**config.mk**
```make
export PLATFORM = sky130hd
export DESIGN_NAME = light_phase_sequencer
export DESIGN_NICKNAME = d
export VERILOG_FILES = /design/src/rtl/light_phase_sequencer_pkg.sv /design/src/rtl/light_phase_sequencer_phase_timer.sv /design/src/rtl/light_phase_sequencer.sv
export SDC_FILE = /design/constraint.sdc
export NUM_CORES = 1
export LEC_CHECK = 0
export CAP_MARGIN = 20
export CELL_PAD_IN_SITES_DETAIL_PLACEMENT = 1
export CELL_PAD_IN_SITES_GLOBAL_PLACEMENT = 2
export CORE_AREA = 3 3 73 75
export CTS_CLUSTER_DIAMETER = 120
export DETAILED_ROUTE_END_ITERATION = 12
export DIE_AREA = 0 0 76 78
export GPL_TIMING_DRIVEN = 1
export PLACE_DENSITY_LB_ADDON = 0.1
export SYNTH_ARGS = -nofsm -noshare
export SYNTH_HDL_FRONTEND = slang
export SYNTH_SLANG_ARGS = --single-unit
```
**constraint.sdc**
```tcl
create_clock -name clk -period 4.5 [get_ports clk]
set_clock_uncertainty 0.1 [all_clocks]
set_input_delay 0.675 -clock clk [delete_from_list [all_inputs] [get_ports clk]]
set_output_delay 0.675 -clock clk [all_outputs]
set_load 0.05 [all_outputs]
```
**src/rtl/light_phase_sequencer_pkg.sv**
```systemverilog
// Shared types and default timing for the lane lamp sequencer.
// Timing constants are in seconds, i.e. cycles of the 1 s system clock.
package light_phase_sequencer_pkg;

   typedef enum logic [1:0] {
      CLEAR  = 2'd0,
      GREEN  = 2'd1,
      YELLOW = 2'd2
   } phase_e;

   localparam int LANES_DEF        = 8;
   localparam int YELLOW_TIME_DEF  = 3;
   localparam int ALL_RED_TIME_DEF = 2;
   localparam int MIN_GREEN_DEF    = 5;

   function automatic int max3(input int a, input int b, input int c);
      int m;
      m = (a > b) ? a : b;
      return (m > c) ? m : c;
   endfunction

   // Width that holds the longest interval minus one, with headroom for the full value.
   function automatic int cnt_width(input int yellow_t, input int all_red_t, input int min_green);
      return $clog2(max3(yellow_t, all_red_t, min_green) + 1);
   endfunction

endpackage

```
**src/rtl/light_phase_sequencer_phase_timer.sv**
```systemverilog
// Loadable down counter that saturates at zero; times every phase interval.
module light_phase_sequencer_phase_timer #(
   parameter int W         = 3,
   parameter int RESET_VAL = 1
) (
   input  logic         clk,
   input  logic         rst,
   input  logic         load,
   input  logic [W-1:0] load_val,
   output logic [W-1:0] cnt,
   output logic         zero
);

   logic [W-1:0] cnt_d;
   logic [W-1:0] cnt_q;

   always_comb begin
      cnt_d = cnt_q;
      if (load) begin
         cnt_d = load_val;
      end else if (cnt_q != '0) begin
         cnt_d = cnt_q - 1'b1;
      end
   end

   // NOTE: sequential state uses non-blocking assignments so every flop samples pre-edge values.
   always_ff @(posedge clk) begin
      if (rst) begin
         cnt_q <= W'(RESET_VAL);
      end else begin
         cnt_q <= cnt_d;
      end
   end

   assign cnt  = cnt_q;
   assign zero = (cnt_q == '0);

endmodule

```
**src/rtl/light_phase_sequencer.sv**
```systemverilog
// Drives per-lane red/yellow/green lamps; every lane-set change passes through
// a timed yellow interval and an all-red clearance before the new set turns green.
module light_phase_sequencer
   import light_phase_sequencer_pkg::*;
#(
   parameter int LANES        = LANES_DEF,
   parameter int YELLOW_TIME  = YELLOW_TIME_DEF,
   parameter int ALL_RED_TIME = ALL_RED_TIME_DEF,
   parameter int MIN_GREEN    = MIN_GREEN_DEF
) (
   input  logic             clk,
   input  logic             rst,
   input  logic [LANES-1:0] req_green,
   input  logic             emg_override,
   output logic [LANES-1:0] green,
   output logic [LANES-1:0] yellow,
   output logic [LANES-1:0] red,
   output logic             grant_pulse,
   output logic             busy
);

   localparam int CNT_W = cnt_width(YELLOW_TIME, ALL_RED_TIME, MIN_GREEN);

   localparam logic [CNT_W-1:0] LOAD_GREEN  = CNT_W'(MIN_GREEN - 1);
   localparam logic [CNT_W-1:0] LOAD_YELLOW = CNT_W'(YELLOW_TIME - 1);
   localparam logic [CNT_W-1:0] LOAD_CLEAR  = CNT_W'(ALL_RED_TIME - 1);

   phase_e           state_d, state_q;
   logic [LANES-1:0] active_d, active_q;
   logic [LANES-1:0] green_d, green_q;
   logic [LANES-1:0] yellow_d, yellow_q;
   logic [LANES-1:0] red_d, red_q;
   logic             grant_pulse_d, grant_pulse_q;
   logic             busy_d, busy_q;

   logic             timer_load;
   logic [CNT_W-1:0] timer_load_val;
   logic [CNT_W-1:0] timer_cnt;
   logic             timer_zero;

   light_phase_sequencer_phase_timer #(
      .W         (CNT_W),
      .RESET_VAL (ALL_RED_TIME - 1)
   ) u_phase_timer (
      .clk      (clk),
      .rst      (rst),
      .load     (timer_load),
      .load_val (timer_load_val),
      .cnt      (timer_cnt),
      .zero     (timer_zero)
   );

   // NOTE: every signal written here gets a default first, so no path can infer a latch.
   always_comb begin
      state_d        = state_q;
      active_d       = active_q;
      grant_pulse_d  = 1'b0;
      timer_load     = 1'b0;
      timer_load_val = '0;

      unique case (state_q)
         CLEAR: begin
            if (timer_zero && (req_green != '0)) begin
               state_d        = GREEN;
               active_d       = req_green;
               grant_pulse_d  = 1'b1;
               timer_load     = 1'b1;
               timer_load_val = LOAD_GREEN;
            end
         end
         GREEN: begin
            // Emergency mode only waives the remaining minimum-green hold.
            if ((req_green != active_q) && (timer_zero || emg_override)) begin
               state_d        = YELLOW;
               timer_load     = 1'b1;
               timer_load_val = LOAD_YELLOW;
            end
         end
         YELLOW: begin
            if (timer_zero) begin
               state_d        = CLEAR;
               active_d       = '0;
               timer_load     = 1'b1;
               timer_load_val = LOAD_CLEAR;
            end
         end
         default: begin
            state_d        = CLEAR;
            active_d       = '0;
            timer_load     = 1'b1;
            timer_load_val = LOAD_CLEAR;
         end
      endcase
   end

   // Lamps are decoded from the next state so they register together with it.
   always_comb begin
      green_d  = '0;
      yellow_d = '0;
      red_d    = '1;
      busy_d   = (state_d != GREEN);
      unique case (state_d)
         GREEN: begin
            green_d = active_d;
            red_d   = ~active_d;
         end
         YELLOW: begin
            yellow_d = active_d;
            red_d    = ~active_d;
         end
         default: begin
            red_d = '1;
         end
      endcase
   end

   always_ff @(posedge clk) begin
      if (rst) begin
         state_q       <= CLEAR;
         active_q      <= '0;
         green_q       <= '0;
         yellow_q      <= '0;
         red_q         <= '1;
         grant_pulse_q <= 1'b0;
         busy_q        <= 1'b1;
      end else begin
         state_q       <= state_d;
         active_q      <= active_d;
         green_q       <= green_d;
         yellow_q      <= yellow_d;
         red_q         <= red_d;
         grant_pulse_q <= grant_pulse_d;
         busy_q        <= busy_d;
      end
   end

   assign green       = green_q;
   assign yellow      = yellow_q;
   assign red         = red_q;
   assign grant_pulse = grant_pulse_q;
   assign busy        = busy_q;

endmodule
```
==> qor.yml, run 1 <==
status: "finished clean"
fin_tns_setup_ps: 0
grt_pass1_wl_mm: 6.00
finalHoldViolCount: 0
r2r_end: "red[4]"
clk_pin_slew_ps: 70
path_max_fanout: 9
layoutNonFillerInstCount: 254
syn2layout_area_growth_pct: 35.4
power_density_nw_per_um2: 568
critical_path_class: "in -> reg"
final_common_cell: "dfxtp_1"
synth.top_cell.area_share_pct: 54.5
fin_crit_sh_pct: 71.9
ioPinCount: 37
syn_nets: 161
ys_ff_latch: 39
fmaxAchievable_ghz: 0.309
endpoint: "red[4]"
synth_area_um2: 1430
drt_pre_antenna_iters: 4
power.total_w: 0.00110
tightest_slew_ps: 695
cts.sinks: 39
core_um2: 4720
pwr-share-clk_pct: 20.9
post_cts_buffers: 0
cap_violations: 0
pre_cts_slack_ps: 882
dieHeight_um: 78
portBuffers: 36
n_fill_cell: 549
track_usage_pct: 13.3
p_seq_share_pct: 39.3
syn_inst: 146
report.final.slew_viol_count: 0
startpoint_type: "input port"
cts_inserted_buffers: 5
synth.avg_cell_area_um2: 9.82
cts_tree: "done"
grt_pass1_vias: 1181
cp.required_ps: 4550
ys_warn_count: 0
synth.yosys.seq_area_share_pct: 54.5
worst_slack_ps: 1260
cts_root_buf: "clkbuf_8"
grt_max_degree: 13
mostFrequentLayoutCells: "dfxtp_1, clkdlybuf4s50_1, nor2_1, inv_1, and3_1"
die_x_um: 76
finalNetCount: 201
place.gp.congestion: 0.775
vias_per_cell: 4.50
start_util_pct: 30.4
comb_power_share_pct: 39.7
intPower_w: 0.000666
finalSetupViolCount: 0
rsz0062_at_grt: "no"
drive_above_1_share_pct: 10.2
p_leak_nw: 0.733
ant_nets: 0
initialDrtViolationCount: 38
antenna_found_initial: 0
synth_area_leaders: "dfxtp_1, nor2_1, a21oi_2, xnor2_1, and3_1"
hold_path.class: "reg -> reg"
cts_max_level: 2
yosys.area.top_type: "dfxtp_1"
relSlewSlack_pct: 53.3
cts_hold_buf: 0
fin_crit_ps: 3240
post-place-cells: 246
cts.path.max_buffers: 2
switching_share_pct: 39.7
wirelength_mm: 3.63
p_sw_w: 0.000438
cp-startpoint: "req_green[0]"
dp_hpwl_mm: 2.65
num_antenna_cells: 0
drc: 0
r2r_slack_ps: 1730
clkLatencyLatePin_ps: 290
reg2regPathDepth: 8
worstReg2RegStart: "u_phase_timer.cnt[0]"
vias: 1142
cts_resized: 0
arrival_ps: 3290
grt_overflow_total: 0
wl_per_cell_um: 14.3
vdd_drop_max_mv: 0.194
synth_cell_type_count: 28
die_area_um2: 5930
num_rows: 25
end_kind: "flip-flop"
final_util_pct: 41.1
[worst max-delay path, stage by stage]
cell	delay (ps)
clkdlybuf4s50_1	480
nor4_2	370
a21oi_1	160
and3_1	400
a31oi_2	300
ha_1	270
nor2_1	530
nand2b_1	110
[cell families after synthesis]
group,count (synthesis),synth area share (%)
xor gates and xnor gates,8,4.89
DFF,39,54.5
muxes,1,0.698
buffers and inverters,13,4.10
and+or+nand+nor,56,19.3
adders and majority gates,4,3.49
AOI/OAI and AO/OA,25,13.1
[area by class of cell]
class	instances	area [um2]	share of cell area (%)
inverters	10	37.5	1.93
clock inverters	2	12.5	0.644
repair buffers	36	360	18.6
multi-input cells	94	594	30.6
flip-flops and latches	39	781	40.2
clock buffers	6	72.6	3.74
well taps	67	83.8	4.32
[power groups by stage]
stage               Combinational (W)  Sequential (W)  Clock (W)
floorplan                    0.000246        0.000517          0
global placement             0.000439        0.000441          0
detailed placement           0.000447        0.000442          0
CTS                          0.000448        0.000435   0.000244
global route                 0.000487        0.000443   0.000266
finish                       0.000438        0.000434   0.000231
[routing by layer]
metal	share of wire (%)	global-route usage, %
met1	46	16.1
met2	47	21.5
met3	4.1	4.29
met4	2.7	5.98
met5	0	0
[worst min-delay path by stage]
stage                                     from                    to  slack (ps)  cells past startpoint
after floorplan           u_phase_timer.cnt[2]  u_phase_timer.cnt[2]         340                      2
after global placement    u_phase_timer.cnt[2]  u_phase_timer.cnt[2]         370                      2
after detailed placement  u_phase_timer.cnt[2]  u_phase_timer.cnt[2]         380                      2
after CTS                 u_phase_timer.cnt[2]  u_phase_timer.cnt[2]         400                      2
after global routing      u_phase_timer.cnt[2]  u_phase_timer.cnt[2]         430                      2
final                     u_phase_timer.cnt[2]  u_phase_timer.cnt[2]         390                      2
[cells in the mapped netlist, drive strengths merged]
master,number
dfxtp,39
nor2,30
a21oi,13
inv,10
and3,9
nand2b,8
xnor2,8
ha,4
nand2,4
buf,3
o21ai,3
a31oi,2
nand4,2
nor4,2
a2111o,1
a211oi,1
a41oi,1
mux2i,1
nor3,1
o2111ai,1
o211ai,1
o22ai,1
o31a,1
[through the flow]
| step | hold WS, ps | cell area [um2] |
|---|---|---|
| CTS | 397 | 1940 |
| floorplan | 345 | 1430 |
| global route | 427 | 1940 |
| finish | 389 | 1940 |
| global placement | 367 | 1860 |
| detailed placement | 385 | 1860 |
[registers in the layout, indices dropped and copies added (netlist names)]
name,count
grant_pulse,1
red,8
state_q,2
green,8
yellow,8
u_phase_timer.cnt,3
active_q,8
busy,1
Note: power is estimated with default switching activity, not from simulation.
==> inputs of run 2 (changes only) <==
- CORE_AREA: 3 3 73 75 -> 3 3 79 81
- DIE_AREA: 0 0 76 78 -> 0 0 82 84
- clock period: 4.5 -> 2.7 ns (I/O delays scaled with it)
==> run 2 against run 1 <==
Count of clock-buffer cells in the layout rose by 1. Clock power up 77%. Sequential cell count unchanged.
==> qor.yml, run 2 (synthesis gave the netlist of run 1 again) <==
status: "finished clean"  # unchanged
power_density_nw_per_um2: 951  # was 568 nW/um2
cp_num_buf_inv: 3  # was 1
slowest_delay_ps: 470  # was 530 ps
power.total_w: 0.00198  # was 0.00110 W
cts.sinks: 39  # unchanged
cts_max_level: 2  # unchanged
antenna_found_initial: 0  # unchanged
finalNetCount: 217  # was 201
crit_family: "buffers and inverters"  # was simple AND/OR/NAND/NOR gates
mostFrequentLayoutCells: "dfxtp_1, clkdlybuf4s50_1, nor2_1, buf_4"  # was dfxtp_1, clkdlybuf4s50_1, nor2_1, inv_1, and3_1
tightest_slew_ps: 514  # was 695 ps
ioPinCount: 37  # unchanged
num_antenna_cells: 0  # unchanged
report.final.slew_viol_count: 0  # unchanged
fin_crit_ps: 2450
portBuffers: 36  # unchanged
clk_pin_slew_ps: 70  # about the same
fin_crit_sh_pct: 90.6
switching_share_pct: 38.4  # was 39.7%
final_util_pct: 37.5  # was 41.1%
comb_power_share_pct: 42.6  # was 39.7%
cts_resized: 0  # unchanged
initialDrtViolationCount: 44  # was 38
path_cells: "clkdlybuf4s50_1 -> xnor2_1 -> nand4_1 -> buf_4 -> o22ai_1 -> a31oi_2 -> ha_1 -> nor2_1 -> buf_4 -> nand2b_1"  # was clkdlybuf4s50_1 -> nor4_2 -> a21oi_1 -> and3_1 -> a31oi_2 -> ha_1 -> nor2_1 -> nand2b_1
track_usage_pct: 12.9  # was 13.3%
end_kind: "flip-flop"  # unchanged
place.gp.congestion: 0.834  # was 0.775
post-place-cells: 267  # was 246
cts_inserted_buffers: 5  # unchanged
path_max_fanout: 5  # was 9
vias: 1210  # was 1142
grt_overflow_total: 0  # unchanged
layoutNonFillerInstCount: 275  # was 254
vias_per_cell: 4.40  # was 4.50
ant_nets: 0  # unchanged
cts_root_buf: "clkbuf_8"  # unchanged
rsz0062_at_grt: "no"  # unchanged
cts.path.max_buffers: 2  # unchanged
p_sw_w: 0.000758  # was 0.000438 W
dp_hpwl_mm: 3.26  # was 2.65 mm
p_leak_nw: 0.813  # was 0.733 nW
cap_violations: 0  # unchanged
grt_pass1_wl_mm: 6.76  # was 6.00 mm
drc: 0  # unchanged
die_x_um: 82  # was 76 um
num_rows: 27  # was 25
arrival_ps: 2520  # was 3290 ps
wirelength_mm: 4.08  # was 3.63 mm
post_cts_buffers: 0  # unchanged
relSlewSlack_pct: 65.6  # was 53.3%
grt_max_degree: 13  # unchanged
drive_above_1_share_pct: 17.2  # was 10.2%
clkLatencyLatePin_ps: 290  # about the same
p_seq_share_pct: 36.7  # was 39.3%
fin_tns_setup_ps: 0  # unchanged
finalSetupViolCount: 0  # unchanged
syn2layout_area_growth_pct: 44.9  # was 35.4%
slowest_stage: "clkdlybuf4s50_1"  # was nor2_1
core_um2: 5540  # was 4720 um2
wl_per_cell_um: 14.8  # was 14.3 um
grt_pass1_vias: 1360  # was 1181
final_common_cell: "dfxtp_1"  # unchanged
pwr-share-clk_pct: 20.7  # was 20.9%
die_area_um2: 6890  # was 5930 um2
dieHeight_um: 84  # was 78 um
vdd_drop_max_mv: 0.280  # was 0.194 mV
start_util_pct: 25.9  # was 30.4%
cts_tree: "done"  # unchanged
fmaxAchievable_ghz: 0.409
hold_path.class: "reg -> reg"  # unchanged
cp_common_cell: "buf_4"
critical_path_class: "in -> reg"  # unchanged
intPower_w: 0.00122  # was 0.000666 W
cts_hold_buf: 0  # unchanged
drt_pre_antenna_iters: 4  # unchanged
cp.required_ps: 2780  # was 4550 ps
startpoint_type: "input port"  # unchanged
finalHoldViolCount: 0  # unchanged
==> run 2: cell types whose count changed in the layout (fill, tap and decap cells not counted) <==
cell,change
buf_4,+16
clkbuf_8,+1
clkinv_2,-1
clkinvlp_4,-1
clkinv_4,+1
==> run 2: worst paths after layout <==
| check | startpoint | to | slack, ps | cells after the start |
|---|---|---|---|---|
| worst max-delay path | req_green[4] | red[2] | 250 | 10 |
| worst min-delay path | u_phase_timer.cnt[2] | u_phase_timer.cnt[2] | 390 | 2 |
| worst min register to register | u_phase_timer.cnt[2] | u_phase_timer.cnt[2] | 390 | 2 |
| worst max register to register | u_phase_timer.cnt[0] | red[2] | 330 | 12 |
==> run 2: layout make-up <==
class	count	area, um2
multi-input combinational	94	594
clock inverter	1	8.76
sequential	39	781
tap	72	90.1
clock buffer	7	86.3
fill	653	3460
timing repair buffer	52	480
inverter	10	37.5
==> run 2: layer usage <==
layer | global-route usage (%) | vias up | wire [um]
li1 | - | 598 | -
met1 | 14.7 | 581 | 1740
met2 | 21.7 | 25 | 2080
met3 | 4.54 | 6 | 201
met4 | 4.68 | 0 | 60
met5 | 0 | - | 0
==> run 2: per-stage QoR <==
step | setup slack, ps | hold WS (ps) | instance area [um2]
floorplan | 428 | 345 | 1430
global placement | -28.5 | 365 | 1980
detailed placement | -72.8 | 378 | 1980
CTS | 239 | 393 | 2080
global route | 113 | 427 | 2080
finish | 253 | 387 | 2080
==> run 2: worst min-delay path, stage by stage (launching register included) <==
cell and delay (ps):
dfxtp_1 300, inv_1 70, a31oi_1 70
==> run 2: power groups by stage <==
| stage | registers [W] | clock network, W | logic [W] |
|---|---|---|---|
| finish | 0.000725 | 0.000409 | 0.000841 |
| global route | 0.000736 | 0.000451 | 0.000924 |
| CTS | 0.000725 | 0.000429 | 0.000858 |
| detailed placement | 0.000737 | 0 | 0.000853 |
| global placement | 0.000734 | 0 | 0.000835 |
| floorplan | 0.000861 | 0 | 0.000410 |
==> inputs of run 3 (changes only) <==
- GPL_ROUTABILITY_DRIVEN: default -> 0
==> results of run 3 <==
No change in the layout: final DEF, timing and power equal those of run 2.
==> edit 1: new RTL, settings of run 2 <==
Register the output `red` once more; this adds one clock of latency there. The other outputs are not delayed to match.
--- a/src/rtl/light_phase_sequencer.sv
+++ b/src/rtl/light_phase_sequencer.sv
@@ -138,3 +138,5 @@
    assign yellow      = yellow_q;
-   assign red         = red_q;
+   always_ff @(posedge clk) begin
+      red <= red_q;
+   end
    assign grant_pulse = grant_pulse_q;
Function: changed (Yosys sat finds a counterexample within 4 cycles, from zero or initial values and one cycle with rst high).
==> edit 1 against run 2 <==
Synthesized area is 14% higher. Sequential cell count is 8 higher. Cell area grew 6.9%. Register-to-register slack improved by 0.10 ns. Count of clock-buffer cells in the layout did not move. Combinational power decreased by 10%. Total power up 3.3%. Worst setup slack improved by 0.096 ns. Wire length barely moved. Largest power group is now registers. Highest routed layer unchanged.
==> edit 1: results (changes against run 2) <==
Synth
  – Register area share after synthesis: 57.8% (+3.4 points)
  – XOR/XNOR Fraction of Synth Area: 4.30% (-0.58 points)
  – Distinct cells, synth: 31 (+11%)
  – Adder-Cell Fraction of Synth Area: 3.07% (-0.42 points)
  – Cell count after synthesis: 158 (+8.2%)

Place
  – Cells after DPL: 271 (+1.5%)
  – Dpl ws: 0.0140 ns (+0.0868 ns)
  – Post-DP HPWL: 3140 um (-3.8%)

Pwr
  – Leakage power: 0.867 nW (+6.6%)
  – Seq power: 0.847 mW (+17%)
  – Combinational logic power: 0.755 mW (-10%)
  – Max VDD drop: 0.287 mV (+2.6%)
  – Internal Pwr Total: 1.30 mW (+7.1%)

Detailed routing
  – WL/cell: 14.6 um (-1.5%)
  – 1st-iter DRT viols: 41 (-6.8%)
  – Routed wire length: 4080 um (about the same)
  – Via count: 1253 (+3.6%)

Finish
  – # nets final: 221 (+1.8%)
  – Layout cells sized above 1: 15.0% (-2.3 points)

Critical path
  – Slowest Stage Delay on Critical Path: 0.49 ns (+0.02 ns)
  – Reg2reg setup slack: 0.43 ns (+0.10 ns)
  – Arr. time, crit path: 2.44 ns (-0.08 ns)
  – Reg-to-Reg End: red_q[7]
  – R2R depth: 10 (-2)

GRT
  – Tot GR Track Use: 12.7% (-0.14 points)
  – Wire length of the first global-routing pass: 6610 um (-2.1%)
  – Largest net degree at the start of global routing: 15 (+2)

Timing
  – Fmax: 0.425 GHz (+4.1%)

Run status
  – Outcome: completed
edit 1: worst min path at each step:
stage	depth (start not counted)	start	slack, ns	to
after floorplan	0	red_q[0]	0.21	red[0]
after global placement	0	red_q[7]	0.21	red[7]
after detailed placement	0	red_q[6]	0.21	red[6]
after CTS	0	red_q[6]	0.23	red[6]
after global routing	0	red_q[3]	0.24	red[3]
final	0	red_q[6]	0.23	red[6]
edit 1: final cells by class:
type | count | area [um^2]
Inverter | 8 | 30.0
Tap cell | 72 | 90.1
Clock inverter | 1 | 8.76
Sequential cell | 47 | 941
Timing Repair Buffer | 46 | 435
Fill cell | 631 | 3320
Multi-Input combinational cell | 98 | 629
Clock buffer | 7 | 86.3
edit 1: layer usage:
layer	part of all wire [%]	up-vias	global-route usage, %
li1	-	621	-
met1	46	594	16.1
met2	48	32	20.6
met3	4.5	6	3.46
met4	1.4	0	4.08
met5	0	-	0
==> edit 2: new RTL, settings of run 2 <==
Made on the original files. `YELLOW_TIME_DEF`: 3 -> 5.
--- a/src/rtl/light_phase_sequencer_pkg.sv
+++ b/src/rtl/light_phase_sequencer_pkg.sv
@@ -11,3 +11,3 @@
    localparam int LANES_DEF        = 8;
-   localparam int YELLOW_TIME_DEF  = 3;
+   localparam int YELLOW_TIME_DEF  = 5;
    localparam int ALL_RED_TIME_DEF = 2;
Formal check against the unedited RTL: not equivalent (Yosys sat finds a counterexample within 10 cycles, from zero or initial values and one cycle with rst high).
==> edit 2 against run 2 <==
Sequential cell count stayed put. Clock power rose by 20%. Wire length up 2.8%. Non-clock buffer count decreased by 1. Synthesized area up 4.6%. First-iteration DRC count increased by 23%. Largest power group unchanged. Worst setup slack got worse by 0.084 ns. Total power increased by 3.7%. Die area stayed put. Cell area rose by 5.4%. Via count rose by 8.1%.
==> edit 2: results (changes against run 2) <==
Finish
  – # nets final: 223 (+2.8%)
  – Layout fillers: 636 (-2.6%)
  – Non-filler cells, final: 281 (+2.2%)
  – # diodes: 0 (unchanged)
  – Layout cells sized above 1: 13.4% (-3.8 points)

Detailed routing
  – Highest routed layer: met4
  – Met1 Routed Length: 1940 um (+12%)
  – Vias per cell: 4.65 (+5.8%)
  – 1st-iter DRT viols: 54 (+23%)
  – Drt first pass iters: 4 (unchanged)
  – DR WL met3: 195 um (-3.0%)
  – Met2 WL: 1980 um (-4.8%)
  – Routed wire length: 4190 um (+2.8%)

Worst hold path
  – Worst Hold End: u_phase_timer.cnt[1]
  – Hold Startpoint: u_phase_timer.cnt[1]
  – Worst hold path type: register to register

Synth
  – Register area share after synthesis: 52.0% (-2.4 points)
  – XOR/XNOR Fraction of Synth Area: 4.67% (-0.22 points)
  – Distinct cells, synth: 32 (+14%)
  – Adder-Cell Fraction of Synth Area: 3.34% (-0.15 points)
  – Most used DFF post-synth: dfxtp_1
  – Syn_area_per_cell: 9.74 um^2 (-0.81%)
  – Post-synth ARST share: 0% (unchanged)
  – Most frequent cells after synthesis: dfxtp_1 (39), nor2_1 (28), nand2b_1 (11)
  – Top post-synthesis cells by area: dfxtp_1 (52%), nor2_1 (7.0%), mux2i_1 (4.7%), xor2_1 (4.7%), nand2b_1 (4.6%)
  – Complex-gate fraction of the synthesized area: 10.8% (-2.3 points)
  – Post-synthesis net count: 169 (+5.0%)
  – Multiplexer area fraction after synthesis: 4.67% (+4.0 points)

Pwr
  – Clk pwr share: 23.9% (+3.2 points)
  – Leakage power: 0.886 nW (+9.1%)
  – Max VDD drop: 0.294 mV (+5.2%)
  – Sequential power share: 35.4% (-1.3 points)
  – Sw Ratio: 36.5% (-1.9 points)
  – Net Switching: 0.748 mW (-1.4%)

Place
  – GP Congestion: 0.879 (+5.5%)
  – Cells after DPL: 273 (+2.2%)
  – Dpl ws: -0.220 ns (-0.148 ns)
  – Post-DP HPWL: 3260 um (-0.13%)
  – DP Area: 2070 um^2 (+4.5%)

GRT
  – GRT met1 Usage: 17.3% (+2.6 points)
  – Met2 Use GR: 20.9% (-0.81 points)
  – Met3 Usage GRT: 4.00% (-0.54 points)
  – Vias in the first global route: 1364 (+0.29%)
  – Wire length of the first global-routing pass: 6990 um (+3.5%)
  – Tot GR Track Use: 13.4% (+0.56 points)
  – Largest net degree at the start of global routing: 14 (+1)

Critical path
  – Reg-to-reg startpoint: u_phase_timer.cnt[0]
  – CP Max Fanout: 6 (+1)
  – Reg2reg setup slack: 0.24 ns (-0.09 ns)
  – Worst Setup SP: req_green[6]
  – Arr. time, crit path: 2.62 ns (+0.10 ns)
  – R2R depth: 10 (-2)

Run status
  – Outcome: completed

Timing
  – Hold Slack: 0.445 ns (+0.0582 ns)
  – Worst slew pin tran: 0.510 ns (-0.00325 ns)

Clocking
  – # H-tree levels: 2 (unchanged)
  – Bufs on Longest Clock Path: 2 (unchanged)
  – Skew-Pair Late Insertion Delay: 0.29 ns (about the same)
## edit 2: changes by cell type after synthesis, sizes merged, moves of 6 or more
cell   before  now
and2        0    7
and3        9    1
xor2        0    8
a21oi      13    6
mux2i       1    7
xnor2       8    0
## edit 2: worst max-delay path by stage
stage / to / slack (ns) / depth (start not counted)
floorplan: red[0] / 0.39 / 6
CTS: green[4] / 0.09 / 10
detailed placement: red[2] / -0.22 / 9
global route: red[0] / 0.05 / 10
finish: red[2] / 0.17 / 9
global placement: green[7] / -0.19 / 10
## edit 2: layout make-up
type                            count  area share [%]
Sequential cell                    39            35.6
Multi-Input combinational cell    105            31.4
Timing Repair Buffer               51            22.7
Tap cell                           72            4.11
Clock buffer                        5            3.14
Clock inverter                      3            2.00
Inverter                            6            1.03
## edit 2: worst max-delay path, stage by stage
cell and delay (ns):
clkdlybuf4s50_1 0.49, xor2_1 0.21, nor4_1 0.41, a221oi_1 0.20, a21o_2 0.23, ha_1 0.28
nor2_1 0.15, buf_4 0.17, nand2b_1 0.06
